==> config.mk <==
export PLATFORM = sky130hd
export DESIGN_NAME = monolith_bars_inv
export DESIGN_NICKNAME = d
export VERILOG_FILES = /design/src/rtl/monolith_pkg.sv /design/src/rtl/monolith_bar_inv_word.sv /design/src/rtl/monolith_bars_inv.sv
export SDC_FILE = /design/constraint.sdc
export NUM_CORES = 2
export LEC_CHECK = 0
export CORE_AREA = 2 2 394 396
export DETAILED_ROUTE_END_ITERATION = 8
export DIE_AREA = 0 0 396 398
export RECOVER_POWER = 100
export SYNTH_ARGS = -nofsm -noshare
export SYNTH_HDL_FRONTEND = slang
export SYNTH_SLANG_ARGS = --single-unit
==> constraint.sdc <==
create_clock -name clk -period 7.35 [get_ports clk]
set_input_delay 0.735 -clock clk [delete_from_list [all_inputs] [get_ports clk]]
set_output_delay 0.735 -clock clk [all_outputs]
set_load 0.02 [all_outputs]
==> src/rtl/monolith_pkg.sv <==
// monolith_pkg
// Shared definitions for the Monolith Bars layer over the Mersenne-31 field.
//   P_M31              field modulus 2^31 - 1
//   barInvState_e      FSM states of the sequential inverse Bars block
//   reduce_m31         maps the unreduced value p onto 0
//   sbox8 / sbox7      forward chunk S-boxes
//   sbox8_inv / _inv7  inverse S-boxes, read from constant tables
//   bar_fwd / bar_inv  whole-word forward and inverse Bar maps
package monolith_pkg;

  localparam int M31_WIDTH = 31;
  localparam logic [30:0] P_M31 = 31'h7FFF_FFFF;

  typedef enum logic [1:0] {
    IDLE = 2'd0,
    RUN  = 2'd1,
    DONE = 2'd2
  } barInvState_e;

  // A word equal to p is the second encoding of zero.
  function automatic logic [30:0] reduce_m31(input logic [30:0] w);
    return (w == P_M31) ? 31'd0 : w;
  endfunction

  // S(x) = rotl1(x ^ (rotl1(~x) & rotl2(x) & rotl3(x))) on 8 bits.
  function automatic logic [7:0] sbox8(input logic [7:0] x);
    logic [7:0] nx;
    logic [7:0] t;
    nx = ~x;
    t  = x ^ ({nx[6:0], nx[7]} & {x[5:0], x[7:6]} & {x[4:0], x[7:5]});
    return {t[6:0], t[7]};
  endfunction

  // Same S-box on the 7-bit top chunk.
  function automatic logic [6:0] sbox7(input logic [6:0] x);
    logic [6:0] nx;
    logic [6:0] t;
    nx = ~x;
    t  = x ^ ({nx[5:0], nx[6]} & {x[4:0], x[6:5]} & {x[3:0], x[6:4]});
    return {t[5:0], t[6]};
  endfunction

  // The inverse tables are produced by scattering every z to slot S(z);
  // this runs at elaboration, so hardware only sees constant ROMs.
  function automatic logic [255:0][7:0] build_inv8();
    logic [255:0][7:0] t;
    t = '0;
    for (int z = 0; z < 256; z++) begin
      t[sbox8(8'(z))] = 8'(z);
    end
    return t;
  endfunction

  function automatic logic [127:0][6:0] build_inv7();
    logic [127:0][6:0] t;
    t = '0;
    for (int z = 0; z < 128; z++) begin
      t[sbox7(7'(z))] = 7'(z);
    end
    return t;
  endfunction

  localparam logic [255:0][7:0] INV8_TABLE = build_inv8();
  localparam logic [127:0][6:0] INV7_TABLE = build_inv7();

  function automatic logic [7:0] sbox8_inv(input logic [7:0] y);
    return INV8_TABLE[y];
  endfunction

  function automatic logic [6:0] sbox7_inv(input logic [6:0] y);
    return INV7_TABLE[y];
  endfunction

  function automatic logic [30:0] bar_fwd(input logic [30:0] w);
    return {sbox7(w[30:24]), sbox8(w[23:16]), sbox8(w[15:8]), sbox8(w[7:0])};
  endfunction

  function automatic logic [30:0] bar_inv(input logic [30:0] w);
    return {sbox7_inv(w[30:24]), sbox8_inv(w[23:16]), sbox8_inv(w[15:8]),
            sbox8_inv(w[7:0])};
  endfunction

endpackage

==> src/rtl/monolith_bar_inv_word.sv <==
// monolith_bar_inv_word
// Combinational inverse Bar map on one Mersenne-31 word: four inverse
// S-box lookups, three on the 8-bit chunks and one on the 7-bit top chunk.
//   i_word  in   31  reduced field word
//   o_word  out  31  word z with Bar(z) = i_word
module monolith_bar_inv_word
  import monolith_pkg::*;
(
  input  logic [M31_WIDTH-1:0] i_word,
  output logic [M31_WIDTH-1:0] o_word
);

  // Chunks are independent, so each one goes through its own table.
  assign o_word = {sbox7_inv(i_word[30:24]),
                   sbox8_inv(i_word[23:16]),
                   sbox8_inv(i_word[15:8]),
                   sbox8_inv(i_word[7:0])};

endmodule

==> src/rtl/monolith_bars_inv.sv <==
// monolith_bars_inv
// Sequential inverse of the Monolith Bars layer. A captured state is
// reduced, then words 0..BAR_OP_COUNT-1 are inverted one per cycle through
// a single shared word inverter; the remaining words pass through reduced.
//   clk        in   1                      rising-edge clock
//   reset      in   1                      synchronous active-high reset
//   in_valid   in   1                      state_in is valid
//   in_ready   out  1                      block can accept a state
//   state_in   in   STATE_SIZE x WORD_WIDTH input state, p allowed for 0
//   out_valid  out  1                      state_out holds a result
//   out_ready  in   1                      consumer takes the result
//   state_out  out  STATE_SIZE x WORD_WIDTH inverted state, words below p
//   busy       out  1                      FSM is in RUN or DONE
module monolith_bars_inv
  import monolith_pkg::*;
#(
  parameter int WORD_WIDTH   = 31,
  parameter int STATE_SIZE   = 16,
  parameter int BAR_OP_COUNT = 8
) (
  input  logic                                 clk,
  input  logic                                 reset,
  input  logic                                 in_valid,
  output logic                                 in_ready,
  input  logic [STATE_SIZE-1:0][WORD_WIDTH-1:0] state_in,
  output logic                                 out_valid,
  input  logic                                 out_ready,
  output logic [STATE_SIZE-1:0][WORD_WIDTH-1:0] state_out,
  output logic                                 busy
);

  localparam int IDX_W    = (STATE_SIZE > 1) ? $clog2(STATE_SIZE) : 1;
  localparam int LAST_IDX = (BAR_OP_COUNT > 0) ? BAR_OP_COUNT - 1 : 0;

  // Unsupported parameterisations stop elaboration outright.
  if (WORD_WIDTH != 31) begin : gBadWidth
    $error("monolith_bars_inv: WORD_WIDTH must be 31");
  end
  if (BAR_OP_COUNT < 0 || BAR_OP_COUNT > STATE_SIZE) begin : gBadCount
    $error("monolith_bars_inv: BAR_OP_COUNT must lie in 0..STATE_SIZE");
  end

  barInvState_e                          r_fsm;
  barInvState_e                          w_fsmNext;
  logic [STATE_SIZE-1:0][WORD_WIDTH-1:0] r_state;
  logic [STATE_SIZE-1:0][WORD_WIDTH-1:0] w_stateNext;
  logic [STATE_SIZE-1:0][WORD_WIDTH-1:0] r_stateOut;
  logic [IDX_W-1:0]                      r_idx;
  logic [IDX_W-1:0]                      w_idxNext;
  logic                                  w_loadOut;
  logic [WORD_WIDTH-1:0]                 w_curWord;
  logic [WORD_WIDTH-1:0]                 w_invWord;

  // The single inverter always looks at the word the index points to.
  assign w_curWord = r_state[r_idx];

  monolith_bar_inv_word u_wordInv (
    .i_word (w_curWord),
    .o_word (w_invWord)
  );

  // Next-state logic: capture with reduction in IDLE, one word per cycle in
  // RUN, hold in DONE until the consumer takes the result.
  always_comb begin
    w_fsmNext   = r_fsm;
    w_stateNext = r_state;
    w_idxNext   = r_idx;
    case (r_fsm)
      IDLE: begin
        if (in_valid) begin
          for (int i = 0; i < STATE_SIZE; i++) begin
            w_stateNext[i] = reduce_m31(state_in[i]);
          end
          w_idxNext = '0;
          w_fsmNext = (BAR_OP_COUNT == 0) ? DONE : RUN;
        end
      end
      RUN: begin
        w_stateNext[r_idx] = w_invWord;
        w_idxNext          = r_idx + 1'b1;
        if (r_idx == IDX_W'(LAST_IDX)) begin
          w_fsmNext = DONE;
        end
      end
      DONE: begin
        if (out_ready) begin
          w_fsmNext = IDLE;
        end
      end
      default: begin
        w_fsmNext = IDLE;
      end
    endcase
  end

  // The output register is loaded only on entry to DONE, so it keeps the
  // last result steady while a new state is being worked on.
  assign w_loadOut = (w_fsmNext == DONE) && (r_fsm != DONE);

  // State register, working copy, index and output register.
  always_ff @(posedge clk) begin
    if (reset) begin
      r_fsm      <= IDLE;
      r_state    <= '0;
      r_idx      <= '0;
      r_stateOut <= '0;
    end else begin
      r_fsm   <= w_fsmNext;
      r_state <= w_stateNext;
      r_idx   <= w_idxNext;
      if (w_loadOut) begin
        r_stateOut <= w_stateNext;
      end
    end
  end

  assign in_ready  = (r_fsm == IDLE);
  assign out_valid = (r_fsm == DONE);
  assign busy      = (r_fsm != IDLE);
  assign state_out = r_stateOut;

  // All-ones chunks are S-box fixed points, so a reduced input can never
  // invert to p; this guards that property on every presented word.
  for (genvar g = 0; g < STATE_SIZE; g++) begin : gRangeCheck
    assert property (@(posedge clk) disable iff (reset)
                     out_valid |-> (state_out[g] < WORD_WIDTH'(P_M31)));
  end

endmodule

# Yosys cells after proc, flatten, opt, wreduce, memory -nomap -nowiden
# Memory sizes are Yosys's and may differ from the RTL's.
# Index checks and enable logic that the tools add are counted.
# classes
addsub	1
n_mul	0
n_div	0
magnitude_cmp	6
n_eq_ne	22
shifts	0
n_mux	33
bitwise_logic	0
n_reduce_logical	6
# ops
op	n
496-bit one-hot mux with 2 select lines	1
31-bit 2-to-1 mux	18
496-bit bitwise mux	1
31-bit equality test (second input constant)	16
496-bit 2-to-1 mux	1
31-bit binary-select mux with 4-bit select	1
31-bit demux with 4-bit select	1
8-bit by 9-bit < comparator with 1-bit output (second input constant)	3
8-bit 2-to-1 mux	3
7-bit by 8-bit < comparator with 1-bit output (second input constant)	1
4-bit one-hot mux with 2 select lines	1
7-bit 2-to-1 mux	1
2-bit 2-to-1 mux	3
2-bit one-hot mux with 3 select lines	1
4-bit by 5-bit < comparator with 1-bit output (second input constant)	1
4-bit by 1-bit adder with 4-bit output (second input constant)	1
2-bit equality test (second input constant)	2
4-bit by 3-bit equality test with 1-bit output (second input constant)	1
4-bit by 1-bit >= comparator with 1-bit output (second input constant)	1
4-bit 2-to-1 mux	1
2-bit inequality test (second input constant)	2
2-bit nonzero test	2
2-bit by 1-bit equality test with 1-bit output (second input constant)	1
1-bit logical AND	2
other kinds (2)	2
# word_totals
reg_bits	998
latchBits	0
ram_bits	0
rom_bits	7040
inputBits	500
out_inout_bits	499
wordCells	106
n_memories	4
# memory_table
name	words	width	read_ports	rd_ports_with_merged_regs	write_ports	line_no	text
(name not given)	256	8	1	0	0	monolith_pkg.sv:67	return INV8_TABLE[y];
(name not given)	256	8	1	0	0	monolith_pkg.sv:67	
(name not given)	256	8	1	0	0	monolith_pkg.sv:67	
(name not given)	128	7	1	0	0	monolith_pkg.sv:71	return INV7_TABLE[y];

# Longest topological paths before layout
# logic_depth
word_depth	6
mapped_depth	16
ltp_nobuf	11

# Modules after synthesis
# Synthesis repeated with hierarchy kept, for this count alone.
# unflattened
cells_unflattened	5171
area_unflattened_um2	46788.6
# by_module_without_submodules
module	n_inst	cells_per_inst	area_each_um2
monolith_bars_inv	1	4965	45287.2
monolith_bar_inv_word	1	206	1501.4

# Least setup slack after synthesis
# Ideal clock, no wire load.
# synth_timing
kind	flip-flop to flip-flop
start	register r_idx[0]
end	register r_stateOut (netlist bit state_out[106])
setup_time_ns	0.086
arrival_time_ns	3.758
t_required_ns	7.264
setup_slack_ns	3.506
path_stages_with_launch	16
n_path_buf	6
synth_period_minus_slack_ns	3.844
path_cell_list	dfxtp_1 > buf_6 > buf_6 > buf_6 > buf_6 > buf_2 > mux4_2 > a221oi_4 > inv_1 > ha_1 > a21o_1 > a211oi_1 > xnor2_1 > buf_2 > mux2i_1 > a211oi_1
# synth_between
elab_chain_len	6
word_cells_on_any_way	16
classes_between	order compare (2); eq/ne (2); mux (9); reduce/logical (2); memory (1)
# synth_lines
item	line_no	text
from (decl)	monolith_bars_inv.sv:48	logic [IDX_W-1:0] r_idx;
from (signal assigned)	monolith_bars_inv.sv:110	r_idx <= w_idxNext;
31-bit binary-select mux with 4-bit select, or another cell as far along	monolith_bars_inv.sv:55	assign w_curWord = r_state[r_idx];
31-bit 2-to-1 mux (implied by the code) or 1-bit logical AND (tied branches)	monolith_bars_inv.sv:55, monolith_bars_inv.sv:79	
memory read 256 x 8 bit or 31-bit 2-to-1 mux (tied branches)	n/a	
8-bit 2-to-1 mux (implied by the code) or 31-bit demux with 4-bit select (tied branches)	monolith_pkg.sv:67, monolith_bars_inv.sv:79	
496-bit bitwise mux	monolith_bars_inv.sv:79	w_stateNext[r_idx] = w_invWord;
496-bit one-hot mux with 2 select lines	monolith_bars_inv.sv:68	case (r_fsm)
to (signal assigned)	monolith_bars_inv.sv:112	r_stateOut <= w_stateNext;
to (decl)	monolith_bars_inv.sv:47	logic [STATE_SIZE-1:0][WORD_WIDTH-1:0] r_stateOut;
# Parallel ways exist; a longest one is shown, timed or not. The select of a mux whose other input is x is not followed.
# A chain may end at the register's enable or synchronous reset.

# Worst setup path after layout
# layout_timing
start	register r_fsm[0]
end	register r_state[80] (netlist bit)
# layout_between
elab_chain_len	2
word_cells_on_any_way	3
classes_between	eq/ne (1); mux (1); reduce/logical (1)
# layout_lines
item	line_no	text
from (decl)	monolith_bars_inv.sv:43	barInvState_e r_fsm;
from (signal assigned)	monolith_bars_inv.sv:108	r_fsm <= w_fsmNext;
2-bit by 1-bit equality test with 1-bit output or 2-bit logical NOT (tied branches)	monolith_bars_inv.sv:68	
496-bit one-hot mux with 2 select lines *	monolith_bars_inv.sv:68	
to (signal assigned)	monolith_bars_inv.sv:109	r_state <= w_stateNext;
to (decl)	monolith_bars_inv.sv:45	logic [STATE_SIZE-1:0][WORD_WIDTH-1:0] r_state;
# Every way passes the cells marked *; elsewhere a longest branch is shown, timed or not.

==> metrics.yaml <==
status: "finished with violations"
violations: "design-rule violations, max-capacitance violations, max-slew violations"
synth_cell_type_count: 83
max_clock_freq_mhz: 152
fin_crit_ns: 6.58
viasPerCell: 6.49
grt_first_pass_wirelength_mm: 422
reg2reg_slack_ns: 0.77
firstDrtPassIters: 9
grt_pass1_vias: 49900
cts.path.max_buffers: 3
drc: 2
synth-adder-area-share_pct: 0.730
vias: 55200
die_h_um: 398
syn-num-nets: 6196
timing.critical_path.slowest_cell_delay_ns: 2.24
core_um2: 153000
avgSynthCellArea_um2: 8.47
drive_above_1_share_pct: 7.73
hold_viol: 0
dp.final_hpwl_mm: 231
die_w_um: 396
cap_violations: 18
syn_to_final_growth_pct: 32.1
worstMarginPinSlew_ns: 3.10
yosysSeqAreaShare_pct: 41.6
synthMuxAreaShare_pct: 7.52
start_kind: "flip-flop"
synth-seq-cells: 998
numCtsBuffers: 114
clk_latency_ns: 0.80
post_cts_buffers: 0
ys_dominant_reg_cell: "dfxtp_1"
clk_pin_slew_ns: 0.06
cts_tree: "done"
synth_top_family_by_area: "compound AO/OA/AOI/OAI gates"
endpoint_kind: "flip-flop"
synth-edff-count: 0
synth-compound-area-share_pct: 26.7
slowest_stage: "or2_0"
hold_ws_ns: 0.304
antenna_found_initial: 42
crit_fanout: 48
fin_crit_sh_pct: 89.6
crit_arrival_ns: 7.27
synth_cells: 5668
required_ns: 8.04
clockRootBuffer: "clkbuf_16"
cts_resized: 0
slew_violations: 429
cts_hold_buffers: 0
cpMostUsedCell: "buf_4"
grt_max_degree: 201
htreeDepth: 3
drtIter0Drc: 9278
synthArstFlopShare_pct: 0
power_density_nw_per_um2: 229
num_rows: 144
setup_viol_count_final: 0
finClkSkew_ns: 0.0445
synthXorXnorAreaFrac_pct: 0.383
grt_setup_unrepaired: "false"
hp-class: "primary input to flip-flop"
slew_headroom_pct: -106
grt_remaining_overflow: 0
p_leak_nw: 22.8
routabilityCongestion: 1.02
tns_ns: 0
io_pins: 999
cts_sinks: 998
ir_drop_mv: 0.186
synthSimpleGateAreaFrac_pct: 17.7
dieArea_um2: 158000
ys.warnings.count: 0
path_cells: "clkbuf_1 -> nor2_1 -> or2_0 -> buf_4 -> buf_4 -> a22oi_1 -> nand2_1 -> a21oi_1 -> a211oi_1"
track_usage_pct: 38.0
drt_wl_total_mm: 316
layout_common_cells: "dfxtp_1 (995), nor2_1 (738), a21oi_1 (601)"
syn-cell-area_um2: 48000
port_buffers: 998
final_common_cell: "dfxtp_1"
worstSetupPathType: "flip-flop to flip-flop"
drt-wirelength-per-cell_um: 37.1
start_util_pct: 31.3
ant_nets: 0
fin_nets: 6877
[logic make-up after synthesis]
logic type	Yosys count
AOI/OAI and AO/OA	1925
and+or+nand+nor	1878
DFF	998
buffers and inverters	621
muxes	203
adders and majority gates	28
xor gates and xnor gates	15
[metal layers]
metal / share of wire (%) / wire [um] / vias up / global-route usage, %
li1: - / - / 22600 / -
met1: 38 / 118000 / 27100 / 48.3
met2: 42 / 131000 / 4538 / 55.1
met3: 13 / 40700 / 982 / 11.8
met4: 7.9 / 24900 / 26 / 25.5
met5: 0.059 / 186 / - / 0
[stage by stage]
step | area (um^2) | power (mW) | utilization (%) | worst slack [ns] | cells
floorplan | 48000 | 6.98 | - | 3.51 | 5668
global placement | 59800 | 8.43 | 39.0 | 1.96 | 8277
detailed placement | 59800 | 8.43 | 39.0 | 1.95 | 8277
CTS | 63600 | 14.4 | 41.5 | 1.92 | 8484
global route | 63400 | 14.7 | 41.3 | 0.798 | 8495
finish | 63400 | 14.5 | 41.4 | 0.767 | 8509
[power breakdown]
part	switching (mW)	total (mW)	leakage [nW]	internal, mW
Sequential	0.325	5.92	8.12	5.59
Combinational	1.73	2.52	12.7	0.796
Clock	2.59	6.10	1.91	3.51
Total	4.64	14.5	22.8	9.90
[flip-flops by register name (all words and copies together) (netlist names)]
register,count
r_idx,4
r_state,496
r_fsm,2
state_out,496
[path summary, 6_finish.rpt]
check / from / to / cells past startpoint
worst max-delay path: r_fsm[0] / r_state[80] / 9
worst min-delay path: reset / r_state[177] / 2
worst max register to register: r_fsm[0] / r_state[80] / 9
worst min register to register: state_out[310] / state_out[310] / 2
[cells in the mapped netlist, types with 22 or more instances]
master    number  area [um^2]
dfxtp_1      998        20000
nor2_1       741         2780
a21oi_1      616         3080
clkbuf_1     472         1770
nand2_1      427         1600
a22oi_1      243         1820
o21ai_0      240         1200
a211oi_1     192         1440
o22ai_1      178         1110
nor3_1       164          821
nand3_1      140          701
nor2b_1      136          851
nand4_1      134          838
mux4_2       120         2700
a222oi_1     103         1030
mux2i_1       68          681
inv_1         47          176
buf_2         43          215
nor4_1        43          269
o211ai_1      42          315
a22o_1        36          315
buf_1         32          120
a21o_1        30          225
and2_1        29          181
ha_1          28          350
a221oi_1      25          219
a311oi_1      22          193
[worst max-delay path: cells and delay by family (launching register included)]
kind,cells,cell delay (ns)
buffers and inverters,3,2.52
AND/OR/NAND/NOR,3,2.83
AO/OA/AOI/OAI,3,0.54
flip-flops,1,0.49
[cell type report]
type                    instances  area, um^2
diodes                         25        62.6
clock buffers                 162        3260
clock inverters                45         627
fillers                     15400       89900
inverters                      48         180
multi-input cells            4049       25600
flip-flops and latches        998       20000
well taps                    2044        2560
repair buffers               1138       11100
(Power assumes the default switching activity.)
